[src/rtl/branch_flag_unit_if.sv]
// rtl/branch_flag_unit_if.sv - decode/ALU to branch_flag_unit signal bundle
interface branch_flag_unit_if #(
    parameter int PC_W     = 10,
    parameter int OFFSET_W = 8
);
    logic                Start;
    logic                FlagWe;
    logic                ZeroIn;
    logic                LTIn;
    logic                BrValid;
    logic [1:0]          BrCond;
    logic [OFFSET_W-1:0] BrOffset;
    logic                Halt;
    logic [PC_W-1:0]     PC;
    logic [PC_W-1:0]     ExPC;
    logic                ExValid;
    logic                Flush;
    logic                ZeroFlag;
    logic                LTFlag;
    logic                Done;

    // Decode/ALU side: drives execute-stage controls, observes fetch state
    modport master (
        output Start, FlagWe, ZeroIn, LTIn, BrValid, BrCond, BrOffset, Halt,
        input  PC, ExPC, ExValid, Flush, ZeroFlag, LTFlag, Done
    );

    // Flag/branch unit side
    modport slave (
        input  Start, FlagWe, ZeroIn, LTIn, BrValid, BrCond, BrOffset, Halt,
        output PC, ExPC, ExValid, Flush, ZeroFlag, LTFlag, Done
    );
endinterface

[src/rtl/branch_flag_unit.sv]
// rtl/branch_flag_unit.sv - flag register, branch resolution and fetch PC owner
module branch_flag_unit #(
    parameter int PC_W     = 10,
    parameter int OFFSET_W = 8
) (
    input  logic               Clk,
    input  logic               Reset_n,
    branch_flag_unit_if.slave  bus
);
    typedef enum logic [2:0] {
        S_IDLE,
        S_FETCH0,
        S_RUN,
        S_REDIRECT,
        S_HALTED
    } state_t;

    localparam logic [PC_W-1:0] PC_ONE  = {{(PC_W-1){1'b0}}, 1'b1};
    localparam logic [PC_W-1:0] PC_ZERO = '0;

    state_t          state_q, state_d;
    logic [PC_W-1:0] pc_q, pc_d;
    logic [PC_W-1:0] ex_pc_q, ex_pc_d;
    logic            ex_valid_q, ex_valid_d;
    logic            flush_q, flush_d;
    logic            zero_q, zero_d;
    logic            lt_q, lt_d;

    logic            active;
    logic            eff_zero;
    logic            eff_lt;
    logic            taken;
    logic [PC_W-1:0] off_ext;
    logic [PC_W-1:0] target;

    // Branch resolution: flags written this cycle are forwarded into the compare
    always_comb begin
        active   = (state_q == S_RUN) && ex_valid_q;
        eff_zero = bus.FlagWe ? bus.ZeroIn : zero_q;
        eff_lt   = bus.FlagWe ? bus.LTIn   : lt_q;
        unique case (bus.BrCond)
            2'b00:   taken = eff_zero;
            2'b01:   taken = !eff_zero;
            2'b10:   taken = eff_lt;
            default: taken = 1'b1;
        endcase
        off_ext = {{(PC_W-OFFSET_W){bus.BrOffset[OFFSET_W-1]}}, bus.BrOffset};
        target  = ex_pc_q + off_ext;
    end

    // Next-state and datapath updates; Halt outranks a taken branch
    always_comb begin
        state_d    = state_q;
        pc_d       = pc_q;
        ex_pc_d    = ex_pc_q;
        ex_valid_d = 1'b0;
        flush_d    = 1'b0;
        zero_d     = zero_q;
        lt_d       = lt_q;

        unique case (state_q)
            S_IDLE: begin
                pc_d = PC_ZERO;
                if (bus.Start) begin
                    state_d = S_FETCH0;
                end
            end
            S_FETCH0: begin
                ex_pc_d    = PC_ZERO;
                pc_d       = PC_ONE;
                ex_valid_d = 1'b1;
                state_d    = S_RUN;
            end
            S_RUN: begin
                if (active && bus.FlagWe) begin
                    zero_d = bus.ZeroIn;
                    lt_d   = bus.LTIn;
                end
                if (active && bus.Halt) begin
                    state_d = S_HALTED;
                end else if (active && bus.BrValid && taken) begin
                    pc_d    = target;
                    flush_d = 1'b1;
                    state_d = S_REDIRECT;
                end else begin
                    ex_pc_d    = pc_q;
                    pc_d       = pc_q + PC_ONE;
                    ex_valid_d = 1'b1;
                end
            end
            S_REDIRECT: begin
                // The squashed slot carries no instruction, so its controls are dropped
                ex_pc_d    = pc_q;
                pc_d       = pc_q + PC_ONE;
                ex_valid_d = 1'b1;
                state_d    = S_RUN;
            end
            S_HALTED: begin
                if (bus.Start) begin
                    zero_d  = 1'b0;
                    lt_d    = 1'b0;
                    pc_d    = PC_ZERO;
                    state_d = S_FETCH0;
                end
            end
            default: begin
                state_d = S_IDLE;
            end
        endcase
    end

    // State and architectural registers; reset wipes any pending redirect
    always_ff @(posedge Clk or negedge Reset_n) begin
        if (!Reset_n) begin
            state_q    <= S_IDLE;
            pc_q       <= '0;
            ex_pc_q    <= '0;
            ex_valid_q <= 1'b0;
            flush_q    <= 1'b0;
            zero_q     <= 1'b0;
            lt_q       <= 1'b0;
        end else begin
            state_q    <= state_d;
            pc_q       <= pc_d;
            ex_pc_q    <= ex_pc_d;
            ex_valid_q <= ex_valid_d;
            flush_q    <= flush_d;
            zero_q     <= zero_d;
            lt_q       <= lt_d;
        end
    end

    assign bus.PC       = pc_q;
    assign bus.ExPC     = ex_pc_q;
    assign bus.ExValid  = ex_valid_q;
    assign bus.Flush    = flush_q;
    assign bus.ZeroFlag = zero_q;
    assign bus.LTFlag   = lt_q;
    assign bus.Done     = (state_q == S_HALTED);
endmodule

[src/flat_wrapper.sv]
// flat-port wrapper written by rule: the top's interface ports become plain ports
module branch_flag_unit_flat 
#(
    parameter int PC_W     = 10,
    parameter int OFFSET_W = 8
)
  (Clk, Reset_n, bus_Start, bus_FlagWe, bus_ZeroIn, bus_LTIn, bus_BrValid, bus_BrCond, bus_BrOffset, bus_Halt, bus_PC, bus_ExPC, bus_ExValid, bus_Flush, bus_ZeroFlag, bus_LTFlag, bus_Done);
  branch_flag_unit_if #(.PC_W(PC_W), .OFFSET_W(OFFSET_W)) bus_i ();
  input  logic Clk;
  input  logic Reset_n;
  input wire logic [$bits(bus_i.Start)-1:0] bus_Start;
  input wire logic [$bits(bus_i.FlagWe)-1:0] bus_FlagWe;
  input wire logic [$bits(bus_i.ZeroIn)-1:0] bus_ZeroIn;
  input wire logic [$bits(bus_i.LTIn)-1:0] bus_LTIn;
  input wire logic [$bits(bus_i.BrValid)-1:0] bus_BrValid;
  input wire logic [$bits(bus_i.BrCond)-1:0] bus_BrCond;
  input wire logic [$bits(bus_i.BrOffset)-1:0] bus_BrOffset;
  input wire logic [$bits(bus_i.Halt)-1:0] bus_Halt;
  output wire logic [$bits(bus_i.PC)-1:0] bus_PC;
  output wire logic [$bits(bus_i.ExPC)-1:0] bus_ExPC;
  output wire logic [$bits(bus_i.ExValid)-1:0] bus_ExValid;
  output wire logic [$bits(bus_i.Flush)-1:0] bus_Flush;
  output wire logic [$bits(bus_i.ZeroFlag)-1:0] bus_ZeroFlag;
  output wire logic [$bits(bus_i.LTFlag)-1:0] bus_LTFlag;
  output wire logic [$bits(bus_i.Done)-1:0] bus_Done;
  assign bus_i.Start = bus_Start;
  assign bus_i.FlagWe = bus_FlagWe;
  assign bus_i.ZeroIn = bus_ZeroIn;
  assign bus_i.LTIn = bus_LTIn;
  assign bus_i.BrValid = bus_BrValid;
  assign bus_i.BrCond = bus_BrCond;
  assign bus_i.BrOffset = bus_BrOffset;
  assign bus_i.Halt = bus_Halt;
  assign bus_PC = bus_i.PC;
  assign bus_ExPC = bus_i.ExPC;
  assign bus_ExValid = bus_i.ExValid;
  assign bus_Flush = bus_i.Flush;
  assign bus_ZeroFlag = bus_i.ZeroFlag;
  assign bus_LTFlag = bus_i.LTFlag;
  assign bus_Done = bus_i.Done;
  branch_flag_unit #(.PC_W(PC_W), .OFFSET_W(OFFSET_W)) u_core (.Clk(Clk), .Reset_n(Reset_n), .bus(bus_i));
endmodule
[config.mk]
export PLATFORM = sky130hd
export DESIGN_NAME = branch_flag_unit_flat
export DESIGN_NICKNAME = d
export VERILOG_FILES = /design/src/rtl/branch_flag_unit_if.sv /design/src/rtl/branch_flag_unit.sv /design/src/flat_wrapper.sv
export SDC_FILE = /design/constraint.sdc
export NUM_CORES = 1
export LEC_CHECK = 0
export ABC_CLOCK_PERIOD_IN_PS = 5200
export CORE_ASPECT_RATIO = 0.75
export CORE_MARGIN = 2
export CORE_UTILIZATION = 53
export CTS_BUF_LIST = sky130_fd_sc_hd__clkbuf_16
export CTS_CLUSTER_SIZE = 12
export DETAILED_ROUTE_END_ITERATION = 7
export MAX_ROUTING_LAYER = met4
export PLACE_DENSITY = 0.92
export SLEW_MARGIN = 5
export SYNTH_ARGS = -nofsm -noshare
export SYNTH_HDL_FRONTEND = slang
export SYNTH_SLANG_ARGS = --single-unit
[constraint.sdc]
create_clock -name Clk -period 5.2 [get_ports Clk]
set_input_delay 1.04 -clock Clk [delete_from_list [all_inputs] [get_ports Clk]]
set_output_delay 1.04 -clock Clk [all_outputs]
set_load 0.03 [all_outputs]
==> impl_metrics.yaml, run 1 <==
worst_setup_path:
  critical_path_required_ps: 5350
  r2r_slack_ps: 2940
  worst-path-buf-inv: 1
  timing.rr.start: "u_core.bus.ExPC[0]$_DFFE_PN0P_"
  crit_path_start_kind: "primary input"
  critical_path.reg2reg.endpoint: "u_core.bus.PC[8]$_DFFE_PN0P_"
  peak_fanout_along_the_critical_path: 23
  critPathMaxStageDelay_ps: 520
  crit_path_cell_trace: "clkdlybuf4s50_1 > mux2i_1 > mux2_4 > o211a_1 > a21o_1 > a211o_1"
  timing.critical_path.to_type: "register"
  worst_ep_arrival_time_ps: 3210
  critPathSlowestCell: "sky130_fd_sc_hd__clkdlybuf4s50_1"
  worst-r2r-cell-count: 7
  path_delay_family: "compound AO/OA/AOI/OAI gates"
  critPathKind: "primary input to register"
timing:
  whs_ps: 540
  final-setup-viol-count: 0
  min_period_ps: 3060
  max-slew-margin-rel_pct: 52.0
  setup_tns_ps: 0
  min_period_over_period_pct: 58.9
  rsz0062_at_grt: "false"
  timing_hold_violations_final: 0
  max_freq_mhz: 327
  final_max_slew_viol_count: 0
  fin_skew_ps: 5.28
  tightestPinTransition_ps: 718
pwr:
  switching_power_uw: 426
  p_seq_share_pct: 33.0
  clock_power_share_pct: 17.7
  powerDensity_nw_per_um2: 433
  internal_power_uw: 568
  switching_share_pct: 42.9
  worst_ir_drop_vdd_uv: 255
  power.share.combinational_pct: 49.4
  static-leakage-power_uw: 0.00102
global_routing:
  global_route.usage.total_pct: 25.4
  first_global_vias: 1513
  grt_max_degree: 28
  wire_length_of_the_first_global_routing_pass_um: 7190
  antenna_found_initial: 0
  grt_overflow_total: 0
cts:
  post_cts_setup_inserts: 0
  cts_tree: "built"
  clk_transition_reported_paths_ps: 60
  clock-sinks: 27
  cts-htree-levels: 1
  clockBufferDepth: 2
  tritoncts.num_buffers: 3
  root_buffer: "sky130_fd_sc_hd__clkbuf_16"
  cts_repair_resize_count: 0
  clk-insertion-delay-late_ps: 260
  postCtsHoldBufs: 0
drt:
  drtIter0Drc: 146
  drt_pre_antenna_iters: 4
  drt.antenna.violating_nets: 0
  drc: 0
  drt-total-wl_um: 4250
  vias: 1603
  wl_per_cell_um: 16.0
  detail_route.vias_per_cell: 6.05
place:
  dp_hpwl_um: 3080
  placedCellCount: 261
  gpl.final_weighted_congestion: 0.787
  place.port_buffers: 42
synthesis:
  yosys-top-cells-count: "27 x sky130_fd_sc_hd__dfrtp_1, 14 x sky130_fd_sc_hd__nand2_1, 11 x sky130_fd_sc_hd__a21oi_1"
  synth-main-ff-cell: "sky130_fd_sc_hd__dfrtp_1"
  synthTopCellsByArea: "sky130_fd_sc_hd__dfrtp_1 38%, sky130_fd_sc_hd__ha_1 7.1%, sky130_fd_sc_hd__a22o_2 5.7%, sky130_fd_sc_hd__xor2_1 3.5%, sky130_fd_sc_hd__a21oi_1 3.1%"
  synthMostInstantiatedCell: "sky130_fd_sc_hd__dfrtp_1"
  synth.avg_cell_area_sq_um: 9.67
  postSynthRegisterBits: 27
  yosysWarningCount: 0
  syn-num-nets: 211
  synth_cells: 182
  seq_area_frac_synth_pct: 38.4
  netlist_area_sq_um: 1760
  yosysUniqueCellTypes: 49
  netlist.area_leader.share_pct: 38.4
  synthDominantAreaCellType: "sky130_fd_sc_hd__dfrtp_1"
  synth_enable_flop_cells: 0
  postSynth.asyncResetShare_pct: 100
layout:
  finalNonFillerCells: 265
  antennaDiodeCount: 0
  final.fill_count: 263
  seqCellArea_sq_um: 676
  number_of_nets_in_the_finished_design: 255
  flow.area_growth_from_synthesis_pct: 30.4
  final_layout_size_suffix_gt1_share_pct: 9.33
  multi_input_area_sq_um: 1030
run:
  cap_viol_max_count: 0
floorplanning:
  core.rowCount: 18
  die_w_um: 70.6
  die_y_um: 53.9
  floorplan.die_area_sq_um: 3800
  floorplan.initialDensity_pct: 54.3
  core_sq_um: 3240
  num_io_pins: 43
hold_path:
  timing.hold.worst.class: "register to register"
  worstHoldEndpoint: "u_core.bus.ZeroFlag$_DFFE_PN0P_"
  min_from: "u_core.bus.ZeroFlag$_DFFE_PN0P_"
  hold_path_depth: 1
status:
  outcome: "completed"
power groups by stage:
stage                     clock network, uW  registers [uW]  logic (uW)
after global placement                    0             328         475
after detailed placement                  0             329         484
after CTS                               177             326         491
final                                   175             327         491
after global routing                    189             339         534
after floorplan                           0             385         278
layer usage:
metal / up-vias / global-route usage, % / part of all wire, % / routed length (um)
li1: 777 / - / - / -
met1: 754 / 34.9 / 47 / 2000
met2: 68 / 40.7 / 45 / 1900
met3: 4 / 5.06 / 7.7 / 329
met4: 0 / 3.77 / 0.49 / 21
met5: - / - / 0 / 0
cell families (layout without fill, tap and decap cells):
family | count (synthesis) | after routing | share of synthesized area [%]
AND/OR/NAND/NOR | 57 | 57 | 16.3
adder cells (fa/ha/maj) | 11 | 11 | 8.24
flip-flops | 27 | 27 | 38.4
XOR/XNOR | 9 | 9 | 4.48
multiplexers | 5 | 5 | 3.20
buffers and inverters | 13 | 56 | 3.34
AO/OA/AOI/OAI | 60 | 60 | 26.0
per-stage QoR:
stage / util, % / setup WS (ps) / total power (uW) / area [sq um]
floorplan: - / 2570 / 664 / 1760
global placement: 68.2 / 1930 / 803 / 2210
detailed placement: 68.2 / 1890 / 812 / 2210
CTS: 70.8 / 2140 / 994 / 2300
global route: 70.8 / 2050 / 1060 / 2300
finish: 70.8 / 2140 / 994 / 2300
cell type report:
type | count | share of cell area, %
multi-input cells | 142 | 44.7
flip-flops and latches | 27 | 29.4
repair buffers | 43 | 18.6
clock buffers | 3 | 3.27
well taps | 40 | 2.18
inverters | 9 | 1.47
clock inverters | 1 | 0.327
flip-flops by register name, indices dropped and copies added, names as in the netlist:
signal,count
u_core.bus.ZeroFlag,1
u_core.bus.LTFlag,1
u_core.bus.ExValid,1
u_core.bus.ExPC,10
u_core.bus.Flush,1
u_core.bus.PC,10
u_core.state_q,3
worst reg2reg max path, delay by kind of cell (launching register included):
family	cells	cell delay, ps
xor gates and xnor gates	1	220
AOI/OAI and AO/OA	3	700
adders and majority gates	2	670
and+or+nand+nor	1	140
DFF	1	400
layout by cell type (no fill, tap or decap), types with 3 or more instances in the layout:
cell type / netlist / layout
sky130_fd_sc_hd__clkdlybuf4s50_1: 0 / 42
sky130_fd_sc_hd__dfrtp_1: 27 / 27
sky130_fd_sc_hd__nand2_1: 14 / 14
sky130_fd_sc_hd__a21oi_1: 11 / 11
sky130_fd_sc_hd__a22o_2: 10 / 10
sky130_fd_sc_hd__ha_1: 10 / 10
sky130_fd_sc_hd__nor2_1: 9 / 9
sky130_fd_sc_hd__inv_1: 9 / 9
sky130_fd_sc_hd__nand3_1: 8 / 8
sky130_fd_sc_hd__xor2_1: 7 / 7
sky130_fd_sc_hd__nor3_1: 7 / 7
sky130_fd_sc_hd__o21ai_0: 6 / 6
sky130_fd_sc_hd__nor2b_1: 4 / 4
sky130_fd_sc_hd__a22oi_1: 4 / 4
sky130_fd_sc_hd__mux2i_1: 3 / 3
sky130_fd_sc_hd__a221oi_1: 3 / 3
sky130_fd_sc_hd__a21o_1: 3 / 3
sky130_fd_sc_hd__o211ai_1: 3 / 3
sky130_fd_sc_hd__clkbuf_16: 0 / 3
worst max path at each step:
stage / from / to / cells past startpoint
2_1_floorplan: bus_BrOffset[0] / u_core.bus.PC[8]$_DFFE_PN0P_ / 7
4_1_cts: bus_BrOffset[0] / u_core.bus.PC[8]$_DFFE_PN0P_ / 8
3_3_place_gp: bus_FlagWe / u_core.bus.PC[6]$_DFFE_PN0P_ / 6
5_1_grt: bus_FlagWe / u_core.bus.PC[6]$_DFFE_PN0P_ / 6
3_5_place_dp: bus_FlagWe / u_core.bus.PC[6]$_DFFE_PN0P_ / 6
6_report: bus_FlagWe / u_core.bus.PC[6]$_DFFE_PN0P_ / 6
(Power assumes the default switching activity.)
==> inputs of run 2 (changes only) <==
Settings changed: ABC_CLOCK_PERIOD_IN_PS 5200 to 2750, CORE_UTILIZATION 53 to 45, PLACE_DENSITY 0.92 to 0.84.
Clock period 5.2 ns to 2.75 ns, I/O delays scaled along.
==> run 2 against run 1 <==
The flow now finishes with violations (design-rule violations); final cell count grew 6.8%; critical path depth increased by 2; flip-flop and latch count unchanged; hold slack lost 4.8 ps; via count is 0.19% higher; wire length grew 4.0%; sequential power grew 90%; first-iteration DRC count is 34% lower; total power up 97%; clock-buffer cell count unchanged; sequential share of layout area shrank 0.75 points; combinational power increased by 100%; critical path type unchanged; critical endpoint is now u_core.bus.PC[8]$_DFFE_PN0P_; highest routed layer unchanged.
==> impl_metrics.yaml, run 2 (synthesized netlist as in run 1, its figures left out) <==
status:
  outcome: "finished with violations"
  violated_checks: "design-rule violations"
global_routing:
  first_global_vias: 1578
  wire_length_of_the_first_global_routing_pass_um: 7400
  grt_max_degree: 28
  global_route.usage.total_pct: 21.5
  antenna_found_initial: 0
  grt_overflow_total: 0
drt:
  drt-total-wl_um: 4420
  drtIter0Drc: 97
  drc: 2
  vias: 1606
  drt.antenna.violating_nets: 0
  detail_route.vias_per_cell: 5.67
  wl_per_cell_um: 15.6
  drt_pre_antenna_iters: 7
timing:
  tightestPinTransition_ps: 399
  final_max_slew_viol_count: 0
  min_period_ps: 2420
  fin_skew_ps: 4.47
  timing.final.ws_setup_ps: 331
  max-slew-margin-rel_pct: 73.4
  timing_hold_violations_final: 0
  setup_tns_ps: 0
  max_freq_mhz: 413
  final-setup-viol-count: 0
  min_period_over_period_pct: 88.0
  rsz0062_at_grt: "false"
pwr:
  switching_share_pct: 42.6
  switching_power_uw: 835
  clock_power_share_pct: 17.3
  worst_ir_drop_vdd_uv: 514
  power.share.combinational_pct: 50.9
  internal_power_uw: 1120
  powerDensity_nw_per_um2: 832
  static-leakage-power_uw: 0.00105
  p_seq_share_pct: 31.7
cts:
  post_cts_setup_inserts: 0
  clk_transition_reported_paths_ps: 70
  clock-sinks: 27
  root_buffer: "sky130_fd_sc_hd__clkbuf_16"
  cts-htree-levels: 1
  postCtsHoldBufs: 0
  tritoncts.num_buffers: 3
  clk-insertion-delay-late_ps: 260
  cts_tree: "built"
  clockBufferDepth: 2
  cts_repair_resize_count: 0
place:
  place.port_buffers: 42
  detailedPlace.worstSlack_ps: 70.3
  gpl.final_weighted_congestion: 0.827
  dp_hpwl_um: 3280
  postPlaceCellArea_sq_um: 2270
floorplanning:
  floorplan.initialDensity_pct: 47.5
  die_w_um: 76.2
  die_y_um: 58.2
  core_sq_um: 3710
  floorplan.die_area_sq_um: 4430
  num_io_pins: 43
  core.rowCount: 19
worst_setup_path:
  peak_fanout_along_the_critical_path: 3
  critPathKind: "primary input to register"
  timing.critical_path.to_type: "register"
  critical_path_required_ps: 2890
  worst_ep_arrival_time_ps: 2560
  worst-r2r-cell-count: 7
  crit_path_start_kind: "primary input"
layout:
  flow.area_growth_from_synthesis_pct: 33.8
  final.fill_count: 305
  final_cell_mix: "42 x sky130_fd_sc_hd__clkdlybuf4s50_1, 27 x sky130_fd_sc_hd__dfrtp_1, 14 x sky130_fd_sc_hd__nand2_1, 11 x sky130_fd_sc_hd__a21oi_1"
  antennaDiodeCount: 0
  number_of_nets_in_the_finished_design: 261
  seqCellArea_sq_um: 676
  fin_area_sq_um: 2360
  layout_commonest_cell: "sky130_fd_sc_hd__clkdlybuf4s50_1"
  final_layout_size_suffix_gt1_share_pct: 11.7
  multi_input_area_sq_um: 1030
run:
  cap_viol_max_count: 0
hold_path:
  timing.hold.worst.class: "register to register"
  hold_path_depth: 1
[run 2: changes by cell type in the layout (fill, tap and decap cells not counted)]
cell                    previous run  this run
sky130_fd_sc_hd__buf_4             1         7
[run 2: area by class of cell]
type	instances	share of cell area, %
flip-flops and latches	27	28.7
well taps	52	2.76
clock buffers	3	3.19
multi-input cells	142	43.5
clock inverters	1	0.319
inverters	9	1.43
repair buffers	49	20.1
[run 2: critical path: stages]
cell and delay (ps):
sky130_fd_sc_hd__clkdlybuf4s50_1 410, sky130_fd_sc_hd__ha_1 220, sky130_fd_sc_hd__fa_1 400, sky130_fd_sc_hd__a211oi_1 270, sky130_fd_sc_hd__nor2_1 140, sky130_fd_sc_hd__a221oi_1 330, sky130_fd_sc_hd__xor2_1 160, sky130_fd_sc_hd__o21ai_0 80
[run 2: power by group through the flow]
stage               clock (uW)  combinational [uW]  sequential, uW
global route               365                1090             642
CTS                        343                 996             619
floorplan                    0                 526             728
finish                     339                 998             622
detailed placement           0                 989             625
global placement             0                 967             620
[run 2: path summary, 6_finish.rpt]
kind	slack [ps]	from	endpoint
hold / removal	540	u_core.bus.ZeroFlag$_DFFE_PN0P_	u_core.bus.ZeroFlag$_DFFE_PN0P_
max in group asynchronous	1830	Reset_n	u_core.bus.PC[7]$_DFFE_PN0P_
setup / recovery	330	bus_BrOffset[0]	u_core.bus.PC[8]$_DFFE_PN0P_
setup reg to reg	600	u_core.bus.ExPC[0]$_DFFE_PN0P_	u_core.bus.PC[8]$_DFFE_PN0P_
min in group asynchronous	660	Reset_n	u_core.state_q[1]$_DFFE_PN0P_
hold reg to reg	540	u_core.bus.ZeroFlag$_DFFE_PN0P_	u_core.bus.ZeroFlag$_DFFE_PN0P_
[run 2: per-stage QoR]
step                instances  util, %  power [uW]  hold WS [ps]
finish                    283     63.5        1960           535
global route              283     63.5        2090           567
CTS                       283     63.5        1960           536
detailed placement        279     61.3        1610           520
global placement          279     61.3        1590           519
floorplan                 182        -        1250           254
[run 2: per-layer routing]
| layer | wire, um | vias up | global-route usage (%) | part of all wire [%] |
|---|---|---|---|---|
| li1 | - | 785 | - | - |
| met1 | 2180 | 766 | 30.0 | 49 |
| met2 | 1950 | 51 | 33.5 | 44 |
| met3 | 252 | 4 | 4.21 | 5.7 |
| met4 | 34 | 0 | 3.12 | 0.77 |
| met5 | 0 | - | - | 0 |
